==> src/rtl/ats_pkg.sv <==
// Shared helpers for the ATS ingress path: footer sizing, keep popcount and
// saturating arithmetic used by the frame-length counters.
package ats_pkg;

  localparam int KEEP_MAX = 128;

  function automatic int unsigned ts_bytes(input bit enable, input int unsigned width);
    return enable ? width / 8 : 0;
  endfunction

  function automatic logic [31:0] popcount(input logic [KEEP_MAX-1:0] keep);
    logic [31:0] n;
    n = '0;
    for (int i = 0; i < KEEP_MAX; i++) n += {31'd0, keep[i]};
    return n;
  endfunction

  function automatic logic [31:0] sat_add(input logic [31:0] a, input logic [31:0] b,
                                          input logic [31:0] cap);
    logic [32:0] s;
    s = {1'b0, a} + {1'b0, b};
    return (s > {1'b0, cap}) ? cap : s[31:0];
  endfunction

endpackage

==> src/rtl/axis_register_slice.sv <==
// One-stage AXI4-Stream output register; contents clear once consumed with
// nothing new behind them.
module axis_register_slice #(
  parameter int DATA_WIDTH = 8,
  parameter int KEEP_WIDTH = DATA_WIDTH / 8
) (
  input  logic                  clk,
  input  logic                  rst,
  input  logic [DATA_WIDTH-1:0] s_tdata,
  input  logic [KEEP_WIDTH-1:0] s_tkeep,
  input  logic                  s_tvalid,
  output logic                  s_tready,
  input  logic                  s_tlast,
  output logic [DATA_WIDTH-1:0] m_tdata,
  output logic [KEEP_WIDTH-1:0] m_tkeep,
  output logic                  m_tvalid,
  input  logic                  m_tready,
  output logic                  m_tlast
);

  assign s_tready = !m_tvalid || m_tready;

  always_ff @(posedge clk) begin
    if (rst) begin
      m_tdata  <= '0;
      m_tkeep  <= '0;
      m_tlast  <= 1'b0;
      m_tvalid <= 1'b0;
    end else if (s_tvalid && s_tready) begin
      m_tdata  <= s_tdata;
      m_tkeep  <= s_tkeep;
      m_tlast  <= s_tlast;
      m_tvalid <= 1'b1;
    end else if (m_tready) begin
      m_tdata  <= '0;
      m_tkeep  <= '0;
      m_tlast  <= 1'b0;
      m_tvalid <= 1'b0;
    end
  end

endmodule

==> src/rtl/axis_frame_length_tap.sv <==
// Cut-through frame tap: forwards the stream through a register slice and
// reports each frame's payload byte count (footer excluded) on a side channel.
module axis_frame_length_tap
  import ats_pkg::*;
#(
  parameter int C_AXIS_TDATA_WIDTH      = 8,
  parameter int C_AXIS_TKEEP_WIDTH      = C_AXIS_TDATA_WIDTH / 8,
  parameter int FRAME_LENGTH_WIDTH      = 16,
  parameter int ETHERNET_FRAME_WIDTH    = 1600 * C_AXIS_TDATA_WIDTH,
  parameter int ENABLE_TIMESTAMP_FOOTER = 1,
  parameter int TIMESTAMP_WIDTH         = 72
) (
  input  logic                          clk,
  input  logic                          rst,
  input  logic [C_AXIS_TDATA_WIDTH-1:0] s_axis_tdata,
  input  logic [C_AXIS_TKEEP_WIDTH-1:0] s_axis_tkeep,
  input  logic                          s_axis_tvalid,
  output logic                          s_axis_tready,
  input  logic                          s_axis_tlast,
  output logic [C_AXIS_TDATA_WIDTH-1:0] m_axis_tdata,
  output logic [C_AXIS_TKEEP_WIDTH-1:0] m_axis_tkeep,
  output logic                          m_axis_tvalid,
  input  logic                          m_axis_tready,
  output logic                          m_axis_tlast,
  output logic [FRAME_LENGTH_WIDTH-1:0] m_axis_frame_length_tdata,
  output logic                          m_axis_frame_length_tvalid,
  input  logic                          m_axis_frame_length_tready
);

  localparam logic [31:0] TS_B      = 32'(ts_bytes(ENABLE_TIMESTAMP_FOOTER != 0, TIMESTAMP_WIDTH));
  localparam logic [31:0] LEN_MAX   = 32'((64'(1) << FRAME_LENGTH_WIDTH) - 64'(1));
  localparam logic [31:0] FRAME_MAX = 32'(ETHERNET_FRAME_WIDTH / 8);
  // Counter ceiling sits above both the largest legal frame and the length
  // saturation point, so oversize frames still saturate the reported length.
  localparam logic [31:0] CNT_CAP   = ((FRAME_MAX > LEN_MAX) ? FRAME_MAX : LEN_MAX) + TS_B;

  logic        slice_ready, accept, stall, len_full;
  logic [31:0] cnt, beat_bytes, total, payload, len_calc;

  assign len_full      = m_axis_frame_length_tvalid;
  // A tlast may only enter when the length slot is free or being drained now.
  assign stall         = s_axis_tlast && len_full && !m_axis_frame_length_tready;
  assign s_axis_tready = !rst && slice_ready && !stall;
  assign accept        = s_axis_tvalid && s_axis_tready;

  assign beat_bytes = popcount(KEEP_MAX'(s_axis_tkeep));
  assign total      = sat_add(cnt, beat_bytes, CNT_CAP);

  always_comb begin
    payload  = (total > TS_B) ? total - TS_B : 32'd0;
    len_calc = (payload > LEN_MAX) ? LEN_MAX : payload;
  end

  always_ff @(posedge clk) begin
    if (rst) begin
      cnt                        <= '0;
      m_axis_frame_length_tvalid <= 1'b0;
      m_axis_frame_length_tdata  <= '0;
    end else if (accept && s_axis_tlast) begin
      cnt                        <= '0;
      m_axis_frame_length_tvalid <= 1'b1;
      m_axis_frame_length_tdata  <= len_calc[FRAME_LENGTH_WIDTH-1:0];
    end else begin
      if (accept) cnt <= total;
      if (m_axis_frame_length_tready) m_axis_frame_length_tvalid <= 1'b0;
    end
  end

  axis_register_slice #(
    .DATA_WIDTH(C_AXIS_TDATA_WIDTH),
    .KEEP_WIDTH(C_AXIS_TKEEP_WIDTH)
  ) u_out (
    .clk     (clk),
    .rst     (rst),
    .s_tdata (s_axis_tdata),
    .s_tkeep (s_axis_tkeep),
    .s_tvalid(accept),
    .s_tready(slice_ready),
    .s_tlast (s_axis_tlast),
    .m_tdata (m_axis_tdata),
    .m_tkeep (m_axis_tkeep),
    .m_tvalid(m_axis_tvalid),
    .m_tready(m_axis_tready),
    .m_tlast (m_axis_tlast)
  );

endmodule

==> config.mk <==
export PLATFORM = sky130hd
export DESIGN_NAME = axis_frame_length_tap
export DESIGN_NICKNAME = d
export VERILOG_FILES = /design/src/rtl/ats_pkg.sv /design/src/rtl/axis_register_slice.sv /design/src/rtl/axis_frame_length_tap.sv
export SDC_FILE = /design/constraint.sdc
export NUM_CORES = 1
export LEC_CHECK = 0
export CELL_PAD_IN_SITES_DETAIL_PLACEMENT = 0
export CELL_PAD_IN_SITES_GLOBAL_PLACEMENT = 1
export CORE_ASPECT_RATIO = 2
export CORE_MARGIN = 2
export CORE_UTILIZATION = 45
export CTS_CLUSTER_DIAMETER = 50
export DETAILED_ROUTE_END_ITERATION = 10
export PLACE_DENSITY = 0.94
export SYNTH_ARGS = -nofsm -noshare
export SYNTH_HDL_FRONTEND = slang
export SYNTH_SLANG_ARGS = --single-unit
==> constraint.sdc <==
create_clock -name clk -period 9.05 [get_ports clk]
set_input_delay 1.3575 -clock clk [delete_from_list [all_inputs] [get_ports clk]]
set_output_delay 1.3575 -clock clk [all_outputs]
set_load 0.02 [all_outputs]
==> results.sh <==
export IMPL_outcome="finished clean"
export IMPL_cts_path_max_buffers=2
export IMPL_ctsRootBufferMaster="clkbuf_16"
export IMPL_clock_skew_ps=7.78
export IMPL_cts_sinks=60
export IMPL_die_h_microns=136
export IMPL_max_slew_margin_rel=0.446
export IMPL_area_growth_syn_to_layout_pct=16.7
export IMPL_first_pass_iters=4
export IMPL_cts_setup_buffers=0
export IMPL_crit_end="m_axis_frame_length_tdata[10]$_SDFFE_PP0P_"
export IMPL_multiInputGateArea_sq_um=2520
export IMPL_vias=3831
export IMPL_ant_nets=0
export IMPL_pin_count=44
export IMPL_drv_slew=0
export IMPL_synth_compound_area_frac=0.222
export IMPL_ys_warnings_count=0
export IMPL_drc_errors=0
export IMPL_core_area_sq_um=8590
export IMPL_hold_start="m_axis_frame_length_tdata[11]$_SDFFE_PP0P_"
export IMPL_worstSetupPathType="input port to flip-flop"
export IMPL_power_w=0.000626
export IMPL_finish_utilization=0.534
export IMPL_synth_top_flop_cell="dfxtp_1"
export IMPL_final_cell_mix="60 x dfxtp_1, 55 x nand2_1, 43 x clkdlybuf4s50_1"
export IMPL_grt_setup_unrepaired="false"
export IMPL_r2r_setup_slack_ps=3960
export IMPL_grt_max_degree=30
export IMPL_mostFrequentLayoutCell="dfxtp_1"
export IMPL_die_w_microns=70.1
export IMPL_worstPathArrival_ps=6510
export IMPL_min_path_type="flip-flop to flip-flop"
export IMPL_antenna_found_initial=0
export IMPL_setup_viol=0
export IMPL_wl_per_cell_microns=19.2
export IMPL_cap_violations=0
export IMPL_crit_path_end_kind="flip-flop"
export IMPL_ys_ff_latch=60
export IMPL_synth_top_family_by_area="simple AND/OR/NAND/NOR gates"
export IMPL_cp_start_kind="input port"
export IMPL_drtIter0Drc=144
export IMPL_drive_gt1_frac=0.0936
export IMPL_hpwlAfterDp_microns=8770
export IMPL_regArea_sq_um=1200
export IMPL_synth_fa_ha_area_frac=0.0127
export IMPL_synth_area_leader_cell="dfxtp_1"
export IMPL_worst_slew_pin_slew_ps=831
export IMPL_grt_pass1_vias=3756
export IMPL_h_tree_depth=3
export IMPL_powerDensity_nw_per_um2=136
export IMPL_synth_area_leaders="dfxtp_1 31%, nand2_1 5.2%, a21oi_1 5.2%"
export IMPL_fin_nets=528
export IMPL_fin_crit_sh=0.691
export IMPL_fmax_ghz=0.160
export IMPL_r2r_start="cnt[0]$_SDFFE_PP0P_"
export IMPL_use_met2=0.470
export IMPL_synthXorXnorAreaFrac=0.0732
export IMPL_avgViaCountPerCell=6.25
export IMPL_r2r_end="m_axis_frame_length_tdata[10]$_SDFFE_PP0P_"
export IMPL_syn_avg_cell_area_sq_um=8.06
export IMPL_grt_overflow=0
export IMPL_post_place_ws_ps=2450
export IMPL_grtUsageTotal=0.254
export IMPL_ir_worst_vdd_uv=126
export IMPL_diodes=0
export IMPL_async_flop_share=0
export IMPL_use_met3=0.0393
export IMPL_hold_buffers=0
export IMPL_grt_pass1_wl_microns=18800
export IMPL_numPortBuffers=43
export IMPL_finalHoldViolations=0
export IMPL_gr_max_usage_layer="met2"
export IMPL_place_gp_congestion=1.01
export IMPL_initial_core_util=0.458
export IMPL_ys_types=71
export IMPL_syn_nets=507
export IMPL_drt_wl_total_microns=11700
export IMPL_synth_edff_count=0
export IMPL_r2r_cells=15
export IMPL_synth_top_area_frac=0.305
export IMPL_gr_usage_met1=0.246
export IMPL_postSynthCellCount=488
export IMPL_layout_setup_ws_ps=2800
export IMPL_period_needed_ps=6250
export IMPL_synth_mux_area_frac=0.0102
export IMPL_cp_max_fo=18
export IMPL_leakage_nw=1.67
export IMPL_synth_area_sq_um=3930
export IMPL_synthSimpleGateAreaFrac=0.323
export IMPL_cts_resized=0
export IMPL_cts_clk_slew_worst_paths_ps=50
export IMPL_timing_setup_tns_ps=0
export IMPL_placementRows=48
export IMPL_yosysSeqAreaShare=0.305
export IMPL_critPathLaunch="s_axis_tkeep"
export IMPL_cp_required_ps=9310
export IMPL_tritoncts="yes"
export IMPL_cts_buffers=9
export IMPL_nFillCells=821
export IMPL_dieArea_sq_um=9550
export IMPL_clk_insertion_delay_late_ps=330
registers in the layout, indices dropped and copies added (netlist names):
| signal | count |
|---|---|
| cnt | 32 |
| m_axis_frame_length_tdata | 16 |
| m_axis_frame_length_tvalid | 1 |
| u_out.m_tdata | 8 |
| u_out.m_tkeep | 1 |
| u_out.m_tlast | 1 |
| u_out.m_tvalid | 1 |
synthesized netlist by cell type, types with 4 or more instances:
library cell and number:
xor2_1 10, nand2_1 55, buf_2 12, and3_1 8, xnor2_1 21, a21oi_1 41
nor4_1 7, o21ai_1 6, a211o_1 7, inv_1 8, nand3_1 26, nor3_1 14
and2_1 17, and4_1 7, mux2i_1 4, nand4_2 4, a22o_1 6, or3_1 5
o22ai_1 5, nand4_1 6, a211oi_1 7, clkbuf_1 18, dfxtp_1 60, o21ai_0 12
nor2_1 34, nand3b_1 14, ha_1 4
worst min-delay path by stage:
stage	end	cells past startpoint
2_1_floorplan	cnt[0]$_SDFFE_PP0P_	2
3_3_place_gp	m_axis_frame_length_tdata[7]$_SDFFE_PP0P_	2
3_5_place_dp	m_axis_frame_length_tdata[8]$_SDFFE_PP0P_	2
4_1_cts	m_axis_frame_length_tdata[8]$_SDFFE_PP0P_	2
5_1_grt	m_axis_frame_length_tdata[11]$_SDFFE_PP0P_	2
6_report	m_axis_frame_length_tdata[11]$_SDFFE_PP0P_	2
routing by layer:
metal / share of wire / vias up
li1: - / 1832
met1: 0.35 / 1825
met4: 0.070 / 0
met5: 0 / -
met2: 0.54 / 122
met3: 0.039 / 52
worst max-delay path, stage by stage:
cell and delay, ps:
clkdlybuf4s50_1 480, ha_1 260, ha_1 320, and3_1 530, nand3_4 170, nor4_4 320
o22ai_1 110, a2111o_1 490, nor3_4 610, nand2_1 170, ha_1 410, or2_2 380
mux2i_1 240, nor4_4 120, or3_1 430, o211ai_1 100
cell families (layout without fill, tap and decap cells):
family          Yosys count  count (layout)
buf+inv                  44              69
simple gates            220             220
mux                       4               4
xor+xnor                 32              32
flops                    60              60
fa+ha+maj                 4               4
compound gates          124             124
power by group:
part	switching (W)	internal, W	total, W	leakage, nW
Clock	0.000118	0.000182	0.000300	0.124
Combinational	0.0000335	0.0000221	0.0000556	1.06
Sequential	0.00000239	0.000268	0.000270	0.485
through the flow:
step	instances	hold slack [ps]	area, sq um
2_1_floorplan	488	440	3930
3_3_place_gp	598	447	4330
3_5_place_dp	598	450	4330
4_1_cts	613	457	4590
5_1_grt	613	484	4590
6_report	613	461	4590
area by class of cell:
class	count	share of cell area
repair buffers	46	0.0987
clock buffers	10	0.0499
inverters	8	0.00654
clock inverters	5	0.00654
flip-flops and latches	60	0.262
multi-input cells	384	0.549
well taps	100	0.0273
Power figures use the tool's default switching activity.
